## src/rtl/tap_delay_line.sv

```systemverilog
// Tap storage for the FIR datapath: a DEPTH-deep shift line with a valid/ready
// input, fill count, registered random-access read and a lossless ROTATE walk.
module tap_delay_line #(
    parameter  int WIDTH = 16,
    parameter  int DEPTH = 8,
    localparam int IDXW  = $clog2(DEPTH)
) (
    input  logic                   clk,
    input  logic                   reset,
    input  logic                   clear,
    input  logic                   in_valid,
    output logic                   in_ready,
    input  logic [WIDTH-1:0]       in_data,
    input  logic                   rot_start,
    output logic                   busy,
    output logic [IDXW-1:0]        rot_idx,
    output logic [WIDTH-1:0]       head,
    output logic                   rot_done,
    output logic [WIDTH*DEPTH-1:0] taps_flat,
    input  logic [IDXW-1:0]        rd_idx,
    output logic [WIDTH-1:0]       rd_data,
    output logic [IDXW:0]          count,
    output logic                   primed
);

    typedef enum logic {IDLE, ROTATE} state_t;

    state_t                          state;
    logic   [DEPTH-1:0][WIDTH-1:0]   tap;

    assign in_ready  = (state == IDLE) && !rot_start;
    assign busy      = (state == ROTATE);
    assign head      = tap[DEPTH-1];
    assign taps_flat = tap;
    assign primed    = (count == (IDXW+1)'(DEPTH));

    always_ff @(posedge clk or negedge reset) begin
        if (!reset) begin
            state    <= IDLE;
            tap      <= '0;
            count    <= '0;
            rot_idx  <= '0;
            rot_done <= 1'b0;
        end else if (clear) begin
            state    <= IDLE;
            tap      <= '0;
            count    <= '0;
            rot_idx  <= '0;
            rot_done <= 1'b0;
        end else begin
            rot_done <= 1'b0;
            case (state)
                IDLE: begin
                    if (rot_start) begin
                        state   <= ROTATE;
                        rot_idx <= '0;
                    end else if (in_valid) begin
                        tap <= {tap[DEPTH-2:0], in_data};
                        if (!primed)
                            count <= count + (IDXW+1)'(1);
                    end
                end
                ROTATE: begin
                    // DEPTH recirculating shifts bring every tap back home.
                    tap <= {tap[DEPTH-2:0], tap[DEPTH-1]};
                    if (rot_idx == IDXW'(DEPTH-1)) begin
                        state    <= IDLE;
                        rot_idx  <= '0;
                        rot_done <= 1'b1;
                    end else begin
                        rot_idx <= rot_idx + IDXW'(1);
                    end
                end
                default: state <= IDLE;
            endcase
        end
    end

    // Read port samples the pre-edge taps regardless of clear or rotation.
    always_ff @(posedge clk or negedge reset) begin
        if (!reset)
            rd_data <= '0;
        else if ({1'b0, rd_idx} < (IDXW+1)'(DEPTH))
            rd_data <= tap[rd_idx];
        else
            rd_data <= '0;
    end

endmodule

```

## config.mk

```make
export PLATFORM = sky130hd
export DESIGN_NAME = tap_delay_line
export DESIGN_NICKNAME = d
export VERILOG_FILES = /design/src/rtl/tap_delay_line.sv
export SDC_FILE = /design/constraint.sdc
export NUM_CORES = 1
export LEC_CHECK = 0
export BUFFER_PORTS_ARGS = -buffer_cell sky130_fd_sc_hd__clkbuf_2
export CAP_MARGIN = 5
export CORE_ASPECT_RATIO = 0.7
export CORE_UTILIZATION = 50
export CTS_BUF_LIST = sky130_fd_sc_hd__clkbuf_8
export DETAILED_ROUTE_END_ITERATION = 7
export PLACE_DENSITY = 0.79
export SYNTH_ARGS = -nofsm -noshare
export SYNTH_HDL_FRONTEND = slang
export SYNTH_SLANG_ARGS = --single-unit
```

## constraint.sdc

```tcl
create_clock -name clk -period 1.5 [get_ports clk]
set_input_delay 0.225 -clock clk [delete_from_list [all_inputs] [get_ports clk]]
set_output_delay 0.225 -clock clk [all_outputs]
set_load 0.01 [all_outputs]
```

* Yosys cells after proc, flatten, opt, wreduce, memory -nomap -nowiden *
Index checks and enable logic that the tools add are counted.

operators by class
  reduce and logical (&&, ||, !) cells = 5
  mux-type cells = 22
  add/subtract/negate cells = 2
  bitwise gates (word level) = 1
  equal/unequal tests = 8
  magnitude comparators = 1

operators by type and width
  kind                   count
  $mux W128              3
  $pmux W128 S2          1
  $bmux W16 S3           1
  $mux W4                5
  $mux W16               1
  $mux W3                3
  $ne A3 B3 Y1 const B   3
  $mux W1                6
  $ne A2 B2 Y1 const B   3
  $pmux W3 S2            1
  $add A4 B1 Y4 const B  1
  $eq A4 B4 Y1 const B   1
  $lt A3 B4 Y1 const B   1
  $reduce_and A4 Y1      1
  $add A3 B1 Y3 const B  1
  $eq A3 B3 Y1 const B   1
  $pmux W1 S2            1
  $reduce_and A2 Y1      1
  $reduce_bool A2 Y1     1
  $logic_and A1 B1 Y1    1
  $logic_not A1 Y1       1
  $not A1 Y1             1

word-level totals
  input bits = 24
  output and inout bits = 171
  register bits = 153
  word-level logic and storage cells = 52

* Depth between registers and ports, before layout *
  depth in word-level cells = 6
  gate-level depth with buffers = 5
  mapped depth without buffers = 5

* Least setup slack after synthesis *
Ideal clock, no wire load.

  kind = reg2reg
  from = register state, in the netlist busy
  to = register count[0]
  data arrival time = 1476 ps
  slack = -100 ps
  path buffers = 1
  period minus slack after synthesis = 1600 ps
  cell stages (with the launch flop) = 5
  library setup time = 125 ps
  data required time = 1375 ps
  cell sequence = dfrtp_1 -> clkbuf_1 -> nor2_1 -> o211a_1 -> mux2_2

between the ends
  cells in the longest elaborated chain, start to end = 2

RTL lines
  what                                line  source
  start, declared                     28    state_t state;
  start signal, assigned              39    state <= IDLE;
  start signal, assigned              45    state <= IDLE;
  start signal, assigned              55    state <= ROTATE;
  $ne A2 B2 Y1 (no source line)       n/a
  $reduce_and A4 Y1 (no source line)  n/a
  end signal, assigned                60    count <= count + (IDXW+1)'(1);
  end, declared                       22    output logic [IDXW:0] count,

No other way between the ends.
A chain may end at the register's enable or synchronous reset.

* Worst setup path in the final report *
  from = register state, in the netlist busy
  to = register tap (netlist bit taps_flat[38])

between the ends
  cells in the longest elaborated chain, start to end = 3
  elaborated cells on any way between the ends = 6
  classes of those cells = eq/ne (2); mux (2); bitwise (1); reduce/logical (1)

RTL lines
  what                                            line  source
  $not A1 Y1                                      n/a
  $pmux W128 S2 or $ne A3 B3 Y1 (tied branches)   n/a
  $mux W128 or $reduce_and A2 Y1 (tied branches)  n/a
  end signal, assigned                            58    tap <= {tap[DEPTH-2:0], in_data};
  end signal, assigned                            65    tap <= {tap[DEPTH-2:0], tap[DEPTH-1]};
  end, declared                                   29    logic [DEPTH-1:0][WIDTH-1:0] tap;

Parallel ways exist; a longest one is shown, timed or not.

==> impl_results.md <==
* Fin. max-slew vios at 0
* Failing checks: setup timing
* Worst hold path class: in -> reg
* Reg power frac at 0.497
* Met2 WL post-DR at 9050 um
* Detailed Route Iter0 Violations at approximately 240
* Startpoint types: flop
* Area share of fa/ha/maj cells after synthesis at 0.00641
* Die Area at 16100 um^2
* Critical Path RT at between 1500 and 2000 ps
* Fin crit period at about 1600 ps
* Slowest cell on the critical path: dfrtp_2
* Top cells by count, synth: dfrtp_1, mux2_2, nor2b_1
* Area of the multi-input gates at 3810 um^2
* Delay of the slowest critical-path stage at 420 ps
* Routed wire per std cell at between 15 and 20 um
* Final setup margin at -124 ps
* Initial antenna violation count at 0
* Crit end category: flop
* Number of synthesized register bits at 153
* Asr flop ratio synth at 1.00
* Core Footprint at 15000 um^2
* I/O Pins at ~200
* Clock latency at the later pin of the worst-skew pair at approximately 460 ps
* Clock Skew at ~16 ps
* Post-Synthesis Cells at roughly 570
* Most common flop cell mapped by yosys: dfrtp_1
* Synth Area in Compound Gates at 0.00609
* Unrepaired setup endpoints after global routing: yes
* Nets at 797
* CTS tree: done
* Maximum buffer depth of the clock tree at 2
* Post-route DRC at 0
* H-tree depth at 4
* Vias in the first global route at 5448
* Filler cells at about 1100
* GP Congestion at between 0.7 and 0.8
* Seq. cell area at approximately 3800 um^2
* Cell with the most instances after synthesis: dfrtp_1
* DIE HEIGHT at 107 um
* Largest net degree at the start of global routing at 141
* Router iterations before antenna repair at 6
* Part of the power in combinational logic at 0.135
* RR Endpoint: taps_flat[38]
* Global-route wire length before repair at between 20000 and 30000 um
* Number of cells on the worst reg-to-reg path at 5
* Critical Path Fanout Max at 25
* Post-synthesis simple-gate area fraction at 0.110
* Layout cell share with drive strength beyond 1 at 0.549
* Gr ovfl total at 0
* DR top layer: met4
* Design Area, Final at 9830 um^2
* Slew headroom at 0.597
* Fin util at 0.658
* WHS Path Cells at 4
* Mean area per synthesized cell at approximately 14 um^2
* Hold Path End: taps_flat[0]
* Pwr/cell area at between 800 and 900 nW/um^2
* Crit-path most repeated cell: buf_6
* Synth unique cells at 24
* M1 WL at around 8500 um
* Total CTS buffers at 17
* N_diodes at 0
* Leakage power at roughly 5.2 nW
* Reg2Reg Setup Slack at -120 ps
* Cell class contributing the biggest share of worst-path delay: buffers and inverters
* Origin of the critical flop-to-flop path: busy
* Cell internal pwr at about 0.0066 W
* TNS Setup at -10830 ps
* Largest cells by area after synthesis: dfrtp_1, mux2_2, nor2b_1
* Max-Cap Viols at 0
* Largest family of logic cells by synthesized area: multiplexers
* Post-synth top area share at 0.491
* Switching portion of total power at 0.254
* P_sw at ~0.0022 W
* CP bufs+invs at 3
* Finish-stage setup viols at 131
* Placed inst area at ~9100 um^2
* F_max at roughly 0.6 GHz
* Area growth from synthesis to layout at 26.0%
* Vias per cell at around 5.6
* Post-Synthesis Cell Area at just under 8000 um^2
* XOR/XNOR Fraction of Synth Area at 0
* Root Driver: clkbuf_8
* Post-synthesis mux area share at 0.339
* Critical path class: reg -> reg
* DPL Wire Length at 12500 um
* Rows at 37
* Sequential share of the synthesized area at 0.491
* Clock Pin Slew Worst Setup and Hold Paths at 80 ps
* Post-Route WL at 19100 um
* Hold slack at around 150 ps
* Met3 routed WL at about 1200 um
* # port buffers at 194
* Global-route usage over all layers at 0.236
* Syn nets at 597
* Antenna Nets Post-Route at 0
* Cells along the critical path: buf_6, a211oi_4, buf_6, buf_12, mux2_2
* Die width at ~150 um
* Initial Util at 0.522
* Clock power frac at 0.368
* Hold Fails Final Rpt at 0
* Hold path start: in_data[0]
* Synth area leader: dfrtp_1
* Total number of vias at between 5000 and 6000
* Fin crit share at 1.08
* Worst Max-Slew Pin Slew at between 600 and 700 ps
* Number of flops mapped to enable cells by yosys at 0
* Synth warn at 0
* CTS Sinks at ~150
* Peak VDD IR at between 0.5 and 0.6 mV
* Critical Path AT at ~2000 ps
* Outcome: finished with violations
==> what timing repair did <==
item / in CTS / in global routing
pin swaps: 3 / 2
buffers inserted: 7 / 1
hold buffers: 1 / 0
cloned: 0 / 2
resized for setup: 23 / 40
setup endpoints to repair: 67 / 132
endpoints found under the hold margin: 153 / 0
==> routing by layer <==
| layer | up-vias | global-route usage |
|---|---|---|
| met5 | - | 0 |
| met4 | 0 | 0.0879 |
| met3 | 26 | 0.0742 |
| met2 | 199 | 0.359 |
| met1 | 2832 | 0.316 |
| li1 | 2377 | - |
==> metrics by stage <==
step | cells | total power (W) | setup slack [ps]
floorplan | 569 | 0.00508 | -82.8
global placement | 934 | 0.00549 | -12.7
detailed placement | 934 | 0.00554 | -75.7
CTS | 974 | 0.00882 | -110
global route | 977 | 0.00914 | -181
finish | 977 | 0.00881 | -124
==> flip-flops by register name, indices dropped and copies added, names as in the netlist <==
register	cells
rd_data	16
rot_idx	3
taps_flat	112
busy	1
rot_done	1
head	16
count	4
==> layout by cell type (no fill, tap or decap), types with 2 or more instances in the layout <==
master | synthesis | final
buf_4 | 27 | 25
inv_1 | 3 | 4
clkbuf_8 | 0 | 23
mux2_2 | 146 | 102
mux2_4 | 0 | 44
clkinvlp_4 | 0 | 2
mux4_1 | 25 | 25
bufinv_16 | 0 | 2
buf_8 | 0 | 2
ha_1 | 4 | 3
clkinv_2 | 0 | 2
a22oi_1 | 2 | 2
clkbuf_2 | 0 | 191
inv_2 | 0 | 2
dfrtp_1 | 153 | 152
nor2b_1 | 114 | 114
buf_12 | 0 | 12
nand2b_1 | 2 | 2
nor2_1 | 26 | 24
mux2i_1 | 19 | 19
a21oi_1 | 2 | 2
mux4_2 | 7 | 7
buf_6 | 4 | 6
==> worst max path at each step <==
stage              start            end  depth (start not counted)
2_1_floorplan       busy       count[0]                          4
5_1_grt             busy  taps_flat[74]                          5
6_report            busy  taps_flat[38]                          5
3_3_place_gp   rd_idx[1]     rd_data[9]                          4
4_1_cts             busy  taps_flat[38]                          5
3_5_place_dp   rd_idx[1]     rd_data[8]                          4
==> power groups by stage <==
stage	Sequential, W	Clock, W	Combinational [W]
global placement	0.00444	0	0.00105
detailed placement	0.00446	0	0.00109
floorplan	0.00448	0	0.000597
global route	0.00439	0.00347	0.00127
CTS	0.00437	0.00331	0.00114
finish	0.00438	0.00324	0.00119
==> kinds of logic (layout without fill, tap and decap cells) <==
logic type      count (synthesis)  after routing
mux                           197            197
flops                         153            153
simple gates                  148            148
buf+inv                        61            274
compound gates                  6              6
fa+ha+maj                       4              4
==> cell type report <==
cell class / instances / share of cell area
sequential: 153 / 0.389
multi-input combinational: 355 / 0.388
timing repair buffer: 239 / 0.155
clock buffer: 23 / 0.0322
tap: 195 / 0.0248
clock inverter: 9 / 0.00980
inverter: 3 / 0.00115
==> worst reg2reg max path: cells and delay by family (launching register included) <==
kind / cells / cell delay, ps
buffers and inverters: 3 / 500
flip-flops: 1 / 420
multiplexers: 1 / 370
AO/OA/AOI/OAI: 1 / 220
Note: power is estimated with default switching activity, not from simulation.
